File: src/rtl/bus_tracer.sv
// -----------------------------------------------------------------------------
// bus_tracer
//
// Passive 6502-style bus tracer. Each CPU bus cycle (marked by a falling edge
// of PHI2) is sampled into a small trace FIFO as {SYNC, RW, A, D}. A debugger
// reads the FIFO head first-word-fall-through. A single-step helper produces a
// fixed-length, registered, active-low NMI pulse on request.
//
// Ports
//   CLK25MHZ     in   system clock, all logic on its rising edge
//   rst_n        in   asynchronous active-low reset
//   PHI2         in   CPU phase-2 clock (asynchronous)
//   RW           in   CPU read/write, 1 = read (asynchronous)
//   SYNC         in   CPU opcode-fetch flag (asynchronous)
//   A            in   CPU address bus [ADDR_W] (asynchronous)
//   D            in   CPU data bus [DATA_W] (asynchronous)
//   arm          in   level, 1 enables capture of bus cycles
//   overwrite    in   full-FIFO policy: 0 drop newest, 1 replace oldest
//   rd_en        in   pop the head entry
//   clr          in   flush FIFO and clear overflow (beats everything else)
//   step         in   single-step request pulse
//   rd_data      out  head entry {SYNC,RW,A,D}, valid while empty = 0
//   empty        out  FIFO holds no entries
//   full         out  FIFO holds DEPTH entries
//   count        out  number of stored entries [log2(DEPTH)+1]
//   overflow     out  sticky: a bus cycle was lost or overwritten
//   NMIn         out  active-low NMI pulse to the CPU, registered
//   o_nmi_state  out  debug view of the NMI FSM state (0 IDLE, 1 PULSE)
//
// Read handshake: rd_data is valid whenever empty = 0. A pop happens on a
// clock edge where rd_en = 1 and empty = 0; the next entry (if any) appears
// on rd_data after that edge. rd_en while empty is ignored.
// -----------------------------------------------------------------------------
module bus_tracer #(
    parameter int ADDR_W = 16,
    parameter int DATA_W = 8,
    parameter int DEPTH  = 16,
    parameter int NMI_W  = 128
) (
    input  logic                         CLK25MHZ,
    input  logic                         rst_n,
    input  logic                         PHI2,
    input  logic                         RW,
    input  logic                         SYNC,
    input  logic [ADDR_W-1:0]            A,
    input  logic [DATA_W-1:0]            D,
    input  logic                         arm,
    input  logic                         overwrite,
    input  logic                         rd_en,
    input  logic                         clr,
    input  logic                         step,
    output logic [ADDR_W+DATA_W+1:0]     rd_data,
    output logic                         empty,
    output logic                         full,
    output logic [$clog2(DEPTH):0]       count,
    output logic                         overflow,
    output logic                         NMIn,
    output logic                         o_nmi_state
);

    localparam int PTR_W   = $clog2(DEPTH);
    localparam int CNT_W   = PTR_W + 1;
    localparam int ENTRY_W = ADDR_W + DATA_W + 2;
    localparam int NCNT_W  = 16;

    localparam logic [PTR_W-1:0]  PTR_ONE  = PTR_W'(1);
    localparam logic [CNT_W-1:0]  CNT_ONE  = CNT_W'(1);
    localparam logic [CNT_W-1:0]  CNT_FULL = CNT_W'(DEPTH);
    localparam logic [NCNT_W-1:0] NMI_ONE  = NCNT_W'(1);
    localparam logic [NCNT_W-1:0] NMI_LOAD = NCNT_W'(NMI_W - 1);

    localparam logic [0:0] NMI_IDLE  = 1'b0;
    localparam logic [0:0] NMI_PULSE = 1'b1;

    // -------------------------------------------------------------------------
    // Input synchronizers: two flops on every CPU-side signal.
    // The bus fields are packed in the same order as a FIFO entry.
    // -------------------------------------------------------------------------
    logic               r_phi2_meta;
    logic               r_phi2_sync;
    logic [ENTRY_W-1:0] r_bus_meta;
    logic [ENTRY_W-1:0] r_bus_sync;
    logic [1:0]         r_phi2_hist;

    always_ff @(posedge CLK25MHZ or negedge rst_n) begin
        if (!rst_n) begin
            r_phi2_meta <= 1'b0;
            r_phi2_sync <= 1'b0;
            r_bus_meta  <= '0;
            r_bus_sync  <= '0;
            r_phi2_hist <= 2'b00;
        end else begin
            r_phi2_meta <= PHI2;
            r_phi2_sync <= r_phi2_meta;
            r_bus_meta  <= {SYNC, RW, A, D};
            r_bus_sync  <= r_bus_meta;
            // hist[1] is the older sample, so 2'b10 is a falling edge.
            r_phi2_hist <= {r_phi2_hist[0], r_phi2_sync};
        end
    end

    // -------------------------------------------------------------------------
    // Trace FIFO
    // -------------------------------------------------------------------------
    logic [ENTRY_W-1:0] r_mem [DEPTH];
    logic [PTR_W-1:0]   r_head;
    logic [PTR_W-1:0]   r_tail;
    logic [CNT_W-1:0]   r_count;
    logic               r_overflow;

    logic w_capture;
    logic w_wr_req;
    logic w_rd_ok;
    logic w_empty;
    logic w_full;
    logic w_mem_we;
    logic w_head_adv;

    assign w_empty   = (r_count == '0);
    assign w_full    = (r_count == CNT_FULL);
    assign w_capture = (r_phi2_hist == 2'b10);
    assign w_wr_req  = w_capture & arm;
    assign w_rd_ok   = rd_en & ~w_empty;

    // A write lands in memory when there is room, when a pop frees the head
    // slot in the same clock, or when overwrite mode recycles the oldest slot.
    assign w_mem_we   = ~clr & w_wr_req & (w_rd_ok | ~w_full | overwrite);
    // Head moves on a pop, or when an overwrite replaces the oldest entry.
    // When full with both a pop and a write, it still moves only once.
    assign w_head_adv = ~clr & (w_rd_ok | (w_mem_we & w_full));

    always_ff @(posedge CLK25MHZ) begin
        if (w_mem_we) begin
            r_mem[r_tail] <= r_bus_sync;
        end
    end

    always_ff @(posedge CLK25MHZ or negedge rst_n) begin
        if (!rst_n) begin
            r_head     <= '0;
            r_tail     <= '0;
            r_count    <= '0;
            r_overflow <= 1'b0;
        end else if (clr) begin
            r_head     <= '0;
            r_tail     <= '0;
            r_count    <= '0;
            r_overflow <= 1'b0;
        end else begin
            if (w_mem_we) begin
                r_tail <= r_tail + PTR_ONE;
            end
            if (w_head_adv) begin
                r_head <= r_head + PTR_ONE;
            end
            if (w_mem_we && !w_head_adv) begin
                r_count <= r_count + CNT_ONE;
            end else if (!w_mem_we && w_rd_ok) begin
                r_count <= r_count - CNT_ONE;
            end
            // Lost (dropped) or overwritten cycle; a pop alongside the write
            // makes room, so nothing is lost in that case.
            if (w_wr_req && w_full && !w_rd_ok) begin
                r_overflow <= 1'b1;
            end
        end
    end

    assign rd_data  = r_mem[r_head];
    assign empty    = w_empty;
    assign full     = w_full;
    assign count    = r_count;
    assign overflow = r_overflow;

    // -------------------------------------------------------------------------
    // NMI single-step pulse generator
    // IDLE  -> PULSE on step, counter loaded with NMI_W-1
    // PULSE -> IDLE  when the counter has counted down to 0
    // NMIn is its own flop, updated on the same edges as the state, so it is
    // low exactly while in PULSE: NMI_W clocks starting the clock after step.
    // -------------------------------------------------------------------------
    logic [0:0]        r_nmi_state;
    logic [NCNT_W-1:0] r_nmi_cnt;
    logic              r_nmin;

    always_ff @(posedge CLK25MHZ or negedge rst_n) begin
        if (!rst_n) begin
            r_nmi_state <= NMI_IDLE;
            r_nmi_cnt   <= '0;
            r_nmin      <= 1'b1;
        end else if (r_nmi_state == NMI_IDLE) begin
            if (step) begin
                r_nmi_state <= NMI_PULSE;
                r_nmi_cnt   <= NMI_LOAD;
                r_nmin      <= 1'b0;
            end
        end else begin
            // step is ignored here, so a pulse is never extended
            if (r_nmi_cnt == '0) begin
                r_nmi_state <= NMI_IDLE;
                r_nmin      <= 1'b1;
            end else begin
                r_nmi_cnt <= r_nmi_cnt - NMI_ONE;
            end
        end
    end

    assign NMIn        = r_nmin;
    assign o_nmi_state = r_nmi_state;

endmodule

File: config.mk
export PLATFORM = sky130hd
export DESIGN_NAME = bus_tracer
export DESIGN_NICKNAME = d
export VERILOG_FILES = /design/src/rtl/bus_tracer.sv
export SDC_FILE = /design/constraint.sdc
export NUM_CORES = 1
export LEC_CHECK = 0
export BUFFER_PORTS_ARGS = -buffer_cell sky130_fd_sc_hd__buf_2
export CAP_MARGIN = 25
export CORE_MARGIN = 1
export CORE_UTILIZATION = 60
export CTS_BUF_LIST = sky130_fd_sc_hd__clkbuf_4 sky130_fd_sc_hd__clkbuf_8
export CTS_CLUSTER_SIZE = 10
export DETAILED_ROUTE_END_ITERATION = 7
export MAX_ROUTING_LAYER = met4
export PLACE_DENSITY_LB_ADDON = 0.12
export SLEW_MARGIN = 5
export SYNTH_ARGS = -nofsm -noshare
export SYNTH_HDL_FRONTEND = slang
export SYNTH_SLANG_ARGS = --single-unit
File: constraint.sdc
create_clock -name CLK25MHZ -period 7.92 [get_ports CLK25MHZ]
set_input_delay 2.376 -clock CLK25MHZ [delete_from_list [all_inputs] [get_ports CLK25MHZ]]
set_output_delay 2.376 -clock CLK25MHZ [all_outputs]
set_load 0.01 [all_outputs]
==> results of run 1 <==
[cell families after synthesis]
| logic type | count (synthesis) | synth area share (%) |
|---|---|---|
| buffers and inverters | 43 | 1.13 |
| AOI/OAI and AO/OA | 40 | 1.60 |
| adders and majority gates | 11 | 0.765 |
| and+or+nand+nor | 96 | 2.86 |
| xor gates and xnor gates | 12 | 0.554 |
| muxes | 135 | 15.7 |
| DFF | 504 | 77.4 |
[how the worst max path moves through the flow]
| stage | slack (ps) | cells past startpoint | endpoint | start |
|---|---|---|---|---|
| 3_5_place_dp | 2580 | 4 | rd_data[18] | r_head[0]$_DFFE_PN0P_ |
| 4_1_cts | 1950 | 4 | rd_data[18] | r_head[0]$_DFFE_PN0P_ |
| 2_1_floorplan | 3660 | 8 | count[4]$_DFFE_PN0P_ | clr |
| 5_1_grt | 2030 | 5 | rd_data[18] | r_head[0]$_DFFE_PN0P_ |
| 6_report | 2220 | 5 | rd_data[18] | r_head[0]$_DFFE_PN0P_ |
| 3_3_place_gp | 2620 | 4 | rd_data[18] | r_head[0]$_DFFE_PN0P_ |
[cell usage in the layout (no fill, tap or decap), types with 4 or more instances in the layout]
| master | instances |
|---|---|
| a21oi_1 | 8 |
| and2_1 | 17 |
| buf_2 | 68 |
| buf_4 | 24 |
| clkbuf_4 | 45 |
| clkbuf_8 | 86 |
| clkinv_1 | 7 |
| dfrtp_1 | 84 |
| edfxtp_1 | 416 |
| ha_1 | 10 |
| inv_1 | 9 |
| mux2i_1 | 5 |
| mux4_2 | 130 |
| nand2_1 | 22 |
| nand3_1 | 5 |
| nor2_1 | 17 |
| nor3_1 | 8 |
| o21ai_0 | 6 |
| or3_1 | 4 |
| xnor2_1 | 5 |
| xor2_1 | 7 |
[worst max-delay path, delay by kind of cell, from the launching register on]
kind / cells / cell delay [ps]
buf+inv: 3 / 930
mux: 2 / 1080
flops: 1 / 730
[report_power, final]
part           total (W)  switching (W)  internal [W]  leakage [nW]
registers        0.00305       0.000121       0.00293          4.77
clock network    0.00217       0.000929       0.00124         0.863
logic            0.00102       0.000441      0.000577          1.56
[per-stage QoR]
| stage | area, µm² | power (W) | worst slack (ps) | utilization, % |
|---|---|---|---|---|
| 2_1_floorplan | 19000 | 0.00388 | 3660 | - |
| 3_3_place_gp | 19800 | 0.00407 | 2620 | 64.3 |
| 3_5_place_dp | 19900 | 0.00411 | 2580 | 64.4 |
| 4_1_cts | 21500 | 0.00629 | 1950 | 69.7 |
| 5_1_grt | 21500 | 0.00650 | 2030 | 69.7 |
| 6_report | 21500 | 0.00624 | 2220 | 69.7 |
[final cells by class]
type	count	area (µm²)	share of cell area, %
tap	396	495	2.30
sequential	504	14700	68.4
inverter	9	33.8	0.157
timing repair buffer	94	576	2.68
clock buffer	131	1520	7.08
clock inverter	14	97.6	0.454
multi-input combinational	294	4070	18.9
[flip-flops by register name (all words and copies together), names as in the netlist, 2 cells and up]
register and flops:
r_mem 416, count 5, r_bus_sync 26, r_tail 4, r_bus_meta 26, r_head 4, r_nmi_cnt 16, r_phi2_hist 2
[per-layer routing]
metal	global-route usage (%)	up-vias
met5	-	-
met2	38.4	338
met3	4.19	60
met1	34.8	4766
met4	7.72	0
li1	-	3775
==> metrics, run 1 <==
highest metal used=met4; Avg WL per Cell=between 20 and 30 µm; Seq cells post-synth=a little over 500; clock skew=roughly 23 ps; Crit. End Element=output port; placed cells=between 1000 and 1500; setup tns final=0 ps; Async SR Flop Fraction=approximately 17%; Final min period=between 5000 and 6000 ps; initial antenna violation count=0; width of the die=about 180 µm; most frequent cells after synthesis=416 x edfxtp_1, 130 x mux4_2, 87 x dfrtp_1; GRT Overall Usage=around a quarter; DP HPWL=19200 µm; number of max-cap violations=0; Pins Over Slew Limit=0; # port buffers=slightly below 70; Post-synth EDFFs=approximately 420; prevailing post-synth register cell=edfxtp_1; metal2 WL=~19000 µm; Worst path max stage delay=between 700 and 800 ps; Die Ht=around 180 µm; outcome=finished with violations; cell mode on critical path=mux4_2; DR pass1 iterations=7; met3 wire length=between 2000 and 2500 µm; Via density=approximately 6.2; maximum vdd drop=0.000255 V; DRC viols=7; Synth area leaders=edfxtp_1 66%, mux4_2 15%, dfrtp_1 11%; Final ANT Viol Nets=0; Vias=8939; FMAX=approximately 180 MHz; clk root buf=clkbuf_8; Max Fanout on Critical Path=29; synthesized area=~19000 µm²; Post-CTS Hold Buffers=0; gr ovfl total=0; clk_lat worst skew=590 ps; Yosys top cell area share=65.8%; first-pass GRT wire length=56800 µm; post-synth cell types=57; CTS tree=built; slowest CP cell=dfrtp_4; filler instances=about 1900; M1 WL=~16000 µm; worst-margin pin slew=about 860 ps; Ys Warns=0; worst hold path stage count=0; RR Startpoint=count[1]$_DFFE_PN0P_; R2R Setup Slk=just over 5000 ps; Hold WC Path Type=register to register; vias in the first global route=approximately 9500; Setup-failing EPs final=0; Post-Route WL=between 30000 and 40000 µm; hold path endpoint=r_bus_sync[24]$_DFF_PN0_; register clock-pin slew on the reported worst setup and hold paths=~50 ps; Syn Inst Count=around 840; cts repair resizes=0; area of the die=around 32000 µm²; Hold Slack=roughly 350 ps; initial detailed-routing violation count=approximately 700; Final Non-Filler Cells=about 1400; HP Start=r_bus_meta[24]$_DFF_PN0_; crit-path cells=buf_16 -> buf_4 -> mux4_2 -> mux4_2 -> buf_2; FF-to-FF End=count[4]$_DFFE_PN0P_; Post-Syn Nets=slightly below 900; gpl congestion=between 0.8 and 0.9; fin crit share=72.0%; ratio of cells with drive above 1 in the final layout=a little over a third; Max Root-Sink Buffers=3; largest net degree at the start of global routing=68; Post-Syn Area per Cell=between 20 and 25 µm²; Core Footprint=roughly 31000 µm²; RSZ-0062 raised after global routing=no; Ant. Diodes=0; Setup CP Type=register to output port; Initial Util=61.6%; area grow syn2layout=13.3%; leading area contributor after synthesis=edfxtp_1; Critical Path Start Type=register; Worst Path Required=around 5500 ps; I/O pin count=70; H-tree levels=3; worst-case reg-to-reg path depth=8; Setup Fix Bufs, Post-CTS=0; CTS sink cnt=just over 500; Seq/Total Area, Yosys=between 70% and 80%; power density cells=around 290 nW/µm²; crit path DAT=3320 ps; failing checks=DRC; # nets final=a little over 1000; final hold violation count=0; Pleak=approximately 7.2 nW; count leader, synth=edfxtp_1; Num CTS Buffers=79; FP Rows=between 60 and 70; worst rel slew slack=between 40% and 50%
Power figures use the tool's default switching activity.
==> run 2, diff against run 1 <==
- CORE_UTILIZATION: 60 -> 58
- clock period: 7.92 -> 4.8 ns (I/O delays scaled with it)
==> run 2 against run 1 <==
Net effect:
- the run now ends clean
- clock power increased by 65%
- register-to-register slack worse by 3100 ps
- wire length increased by 0.29%
- non-clock buffer count rose by 3
- sequential cell count unchanged
- core utilization fell by 1.8 points
- sequential share of layout area is 0.53 points lower
- setup slack lost 1900 ps
- worst hold slack worse by 1.0 ps
- critical path depth shrank 1
- clock skew up 1.4 ps
- first-iteration DRC count up 8.2%
- critical endpoint is now rd_data[0]
- largest cell class unchanged
==> metrics, run 2 (synthesis gave the netlist of run 1 again) <==
outcome=finished clean; fin crit share=roughly 94%; Avg WL per Cell=25.2 µm; Pins Over Slew Limit=0; first-pass GRT wire length=~57000 µm; gr ovfl total=0; Post-Route WL=between 30000 and 40000 µm; initial detailed-routing violation count=a little under 800; DRC viols=0; commonest non-fill, non-tap cell in the layout=edfxtp_1; R2R Setup Slk=approximately 2000 ps; most flop-heavy register=r_mem; clk root buf=clkbuf_8; register clock-pin slew on the reported worst setup and hold paths=60 ps; Max Fanout on Critical Path=33; Crit. End Element=output port; HP Start=r_phi2_sync$_DFF_PN0_; commonest non-fill, non-tap cells in the layout=416 x edfxtp_1, 130 x mux4_2, 87 x clkbuf_8; final hold violation count=0; filler instances=~2000; Hold Slack=~340 ps; Post-CTS Hold Buffers=0; placed cells=~1300; clk_lat worst skew=roughly 600 ps; Setup-failing EPs final=0; # nets final=1030; max reg flops=approximately 420; setup tns final=0 ps; Final ANT Viol Nets=0; vias in the first global route=9404; Pleak=just over 7 nW; RSZ-0062 raised after global routing=no; # port buffers=a little under 70; Setup Fix Bufs, Post-CTS=0; Num CTS Buffers=just under 80; maximum vdd drop=~0.00034 V; crit path launch=r_head[0]$_DFFE_PN0P_; Hold WC Path Type=register to register; area of the die=33500 µm²; largest registers=r_mem (416), r_bus_meta (26), r_bus_sync (26); FMAX=roughly 220 MHz; worst-margin pin slew=736 ps; FP Rows=65; RR Startpoint=count[1]$_DFFE_PN0P_; ratio of cells with drive above 1 in the final layout=35.8%; area grow syn2layout=14.2%; Via density=approximately 6; Critical Path Start Type=register; Initial Util=59.5%; largest net degree at the start of global routing=70; Die Ht=roughly 180 µm; initial antenna violation count=1; cts repair resizes=0; I/O pin count=70; Setup CP Type=register to output port; Worst Path Required=3360 ps; gpl congestion=approximately 0.8; Core Footprint=31900 µm²; Ant. Diodes=0; width of the die=about 180 µm; H-tree levels=3; CTS tree=built; Final Non-Filler Cells=roughly 1500; DP HPWL=20000 µm; power density cells=roughly 470 nW/µm²; DR pass1 iterations=5; Final min period=approximately 4500 ps; number of max-cap violations=0; crit path DAT=3080 ps; CTS sink cnt=504; clock skew=around 24 ps; GRT Overall Usage=24.4%; Vias=just under 9000; Max Root-Sink Buffers=3; worst rel slew slack=between 50% and 60%
run 2: cell count changes in the layout (fill, tap and decap cells not counted), sizes merged:
| cell | delta |
|---|---|
| clkbuf | -21 |
| clkinv | +18 |
| bufinv | +1 |
| buf | +3 |
| clkinvlp | +2 |
run 2: through the flow:
stage / area (µm²) / worst slack [ps] / util, % / power [W]
2_1_floorplan: 19000 / 1470 / - / 0.00640
3_3_place_gp: 20100 / 881 / 62.9 / 0.00675
3_5_place_dp: 20100 / 843 / 62.9 / 0.00681
4_1_cts: 21700 / 184 / 67.9 / 0.0104
5_1_grt: 21700 / 99.5 / 68.0 / 0.0107
6_report: 21700 / 278 / 68.0 / 0.0103
run 2: per-layer routing:
metal / routed length, µm / track usage, % / vias to the layer above
li1: - / - / 3790
met1: 15700 / 33.3 / 4695
met2: 18500 / 38.1 / 323
met3: 2440 / 4.81 / 69
met4: 788 / 7.57 / 0
met5: 0 / - / -
run 2: final cells by class:
type / instances / area (µm²) / area share (%)
Sequential cell: 504 / 14700 / 67.9
Tap cell: 435 / 544 / 2.51
Inverter: 9 / 33.8 / 0.156
Clock buffer: 110 / 1370 / 6.32
Timing Repair Buffer: 97 / 721 / 3.33
Multi-Input combinational cell: 294 / 4070 / 18.8
Clock inverter: 35 / 224 / 1.03
run 2: final timing paths:
check	depth (start not counted)	end
max	4	rd_data[0]
min	0	r_phi2_hist[0]$_DFF_PN0_
max reg2reg	8	count[4]$_DFFE_PN0P_
min reg2reg	0	r_phi2_hist[0]$_DFF_PN0_
max in group asynchronous	3	r_bus_meta[15]$_DFF_PN0_
min in group asynchronous	1	r_nmi_cnt[10]$_DFFE_PN0P_
run 2: worst max-delay path: stages, from the launching register on:
cell and delay [ps]:
dfrtp_4 860, buf_4 390, mux4_2 530, mux4_2 530, buf_2 170
run 2: power by group:
group	total (W)	internal, W	switching [W]
Clock	0.00357	0.00196	0.00160
Combinational	0.00163	0.000957	0.000674
Sequential	0.00506	0.00482	0.000237
Total	0.0103	0.00774	0.00251
==> run 3, diff against run 2 <==
- REMOVE_ABC_BUFFERS: default -> 1
==> run 3 against run 2 <==
Net effect:
- first-iteration DRC count fell by 9.1%
- core utilization grew 0.13 points
- die area did not move
- via count is 0.75% higher
- cell area rose by 0.20%
- critical path depth unchanged
- register-to-register slack got worse by 20 ps
- clock power about the same
- sequential power fell by 0.8%
- power rose by 0.32%
- critical path type unchanged
- largest power group unchanged
==> metrics, run 3 (synthesis gave the netlist of run 1 again) <==
fin crit share=91.5%; initial antenna violation count=0; register area=14700 µm²; Num CTS Buffers=78; max reg flops=approximately 420; commonest non-fill, non-tap cell in the layout=edfxtp_1; width of the die=~180 µm; Pins Over Slew Limit=0; Hold WC Path Type=register to register; number of max-cap violations=0; Setup CP Type=register to output port; Final min period=4390 ps; DP HPWL=about 21000 µm; first-pass GRT wire length=about 58000 µm; I/O pin count=70; internal power=between 0.007 and 0.008 W; most flop-heavy register=r_mem; maximum vdd drop=roughly 0.00027 V; Worst Path Required=between 3000 and 4000 ps; FP Rows=65; Die Ht=183 µm; Vias=8944; FF-to-FF End=count[4]$_DFFE_PN0P_; area of the die=approximately 33000 µm²; worst rel slew slack=between 30% and 40%; register clock-pin slew on the reported worst setup and hold paths=roughly 60 ps; Setup Fix Bufs, Post-CTS=0; R2R Setup Slk=2010 ps; Avg WL per Cell=between 20 and 30 µm; filler instances=~2100; DRC viols=0; clock network fraction of design power=34.7%; Worst path max stage delay=about 740 ps; Post-Route WL=about 38000 µm; Net Sw Frac=about a quarter; slowest CP cell=dfrtp_4; Max Fanout on Critical Path=23; hold path endpoint=r_bus_sync[22]$_DFF_PN0_; # port buffers=between 60 and 70; CTS tree=built; Setup WS post-layout=409 ps; CTS sink cnt=slightly above 500; final hold violation count=0; clock skew=39.7 ps; HP Start=r_bus_meta[22]$_DFF_PN0_; dpl ws=roughly 1000 ps; largest registers=r_mem (416), r_bus_meta (26), r_bus_sync (26); DR pass1 iterations=7; crit path DAT=2950 ps; Multi-input gate area=~4100 µm²; outcome=finished clean; RR Startpoint=count[1]$_DFFE_PN0P_; net switching power figure=roughly 0.0025 W; Ant. Diodes=0; family with the most delay on the worst path=multiplexers; gpl congestion=approximately 0.8; Post-CTS Hold Buffers=0; Setup-failing EPs final=0; vias in the first global route=roughly 9600; # nets final=1037; initial detailed-routing violation count=between 700 and 800; crit-path cells=buf_4 -> mux4_2 -> mux4_2 -> buf_2; ratio of cells with drive above 1 in the final layout=between 30% and 40%; final instance area=between 20000 and 25000 µm²; worst-case reg-to-reg path depth=8; Max Root-Sink Buffers=3; clk root buf=clkbuf_8; combinational fraction of design power=between 10% and 20%; Crit. End Element=output port; Critical Path Start Type=register; dpl cell area=between 20000 and 25000 µm²; power density cells=approximately 470 nW/µm²; largest net degree at the start of global routing=between 60 and 70; FMAX=around 230 MHz; Via density=roughly 6; commonest non-fill, non-tap cells in the layout=416 x edfxtp_1, 130 x mux4_2, 91 x clkbuf_8; cts repair resizes=0; fin util=between 60 and 70%; worst hold path stage count=0; Core Footprint=approximately 32000 µm²; gr ovfl total=0; GRT Overall Usage=approximately 25%; cell mode on critical path=mux4_2; Initial Util=between 50% and 60%; worst-margin pin slew=~940 ps; H-tree levels=3; Pleak=about 7.3 nW; Final ANT Viol Nets=0; clk_lat worst skew=between 600 and 700 ps; RSZ-0062 raised after global routing=no; Crit path buffers/inverters=2; Reg power frac=approximately 49%; area grow syn2layout=14.4%
## run 3: cell type report
cell class / instances / area share [%]
sequential: 504 / 67.7
multi-input combinational: 294 / 18.8
clock buffer: 126 / 6.98
timing repair buffer: 105 / 3.54
tap: 435 / 2.51
clock inverter: 15 / 0.340
inverter: 9 / 0.156
## run 3: per-stage QoR
step | total power (W) | cells | setup TNS (ps) | hold slack, ps
after floorplan | 0.00649 | 807 | -49750 | 331
after global placement | 0.00678 | 1347 | 0 | 332
after detailed placement | 0.00684 | 1347 | 0 | 335
after CTS | 0.0104 | 1488 | 0 | 348
after global routing | 0.0107 | 1488 | 0 | 352
final | 0.0103 | 1488 | 0 | 347
## run 3: how the worst max path moves through the flow
stage                     startpoint           to  slack [ps]  cells after the start
3_3_place_gp   r_head[0]$_DFFE_PN0P_  rd_data[12]        1000                      4
2_1_floorplan  r_head[0]$_DFFE_PN0P_   rd_data[0]       -1900                      2
3_5_place_dp   r_head[0]$_DFFE_PN0P_  rd_data[12]         990                      4
4_1_cts        r_head[0]$_DFFE_PN0P_  rd_data[12]         320                      4
6_report       r_head[0]$_DFFE_PN0P_  rd_data[12]         410                      4
5_1_grt        r_head[0]$_DFFE_PN0P_  rd_data[12]         220                      4
## run 3: worst reg2reg max path, stage by stage (launching register included)
cell and delay (ps):
dfrtp_1 460, or4_4 610, o211ai_2 400, ha_1 330, a21o_1 160, a21oi_1 160, xor2_1 100, or3_1 330
a21oi_1 150
## run 3: power by group through the flow
stage,Combinational [W],Sequential [W],Clock (W)
4_1_cts,0.00173,0.00503,0.00366
5_1_grt,0.00183,0.00505,0.00385
6_report,0.00170,0.00502,0.00357
3_5_place_dp,0.00172,0.00512,0
2_1_floorplan,0.00124,0.00525,0
3_3_place_gp,0.00168,0.00510,0
## run 3: per-layer routing
metal	global-route usage, %	routed length [µm]	up-vias
met5	-	0	-
met3	5.14	2460	72
li1	-	-	3791
met2	38.8	19000	358
met1	33.2	15900	4723
met4	8.33	795	0
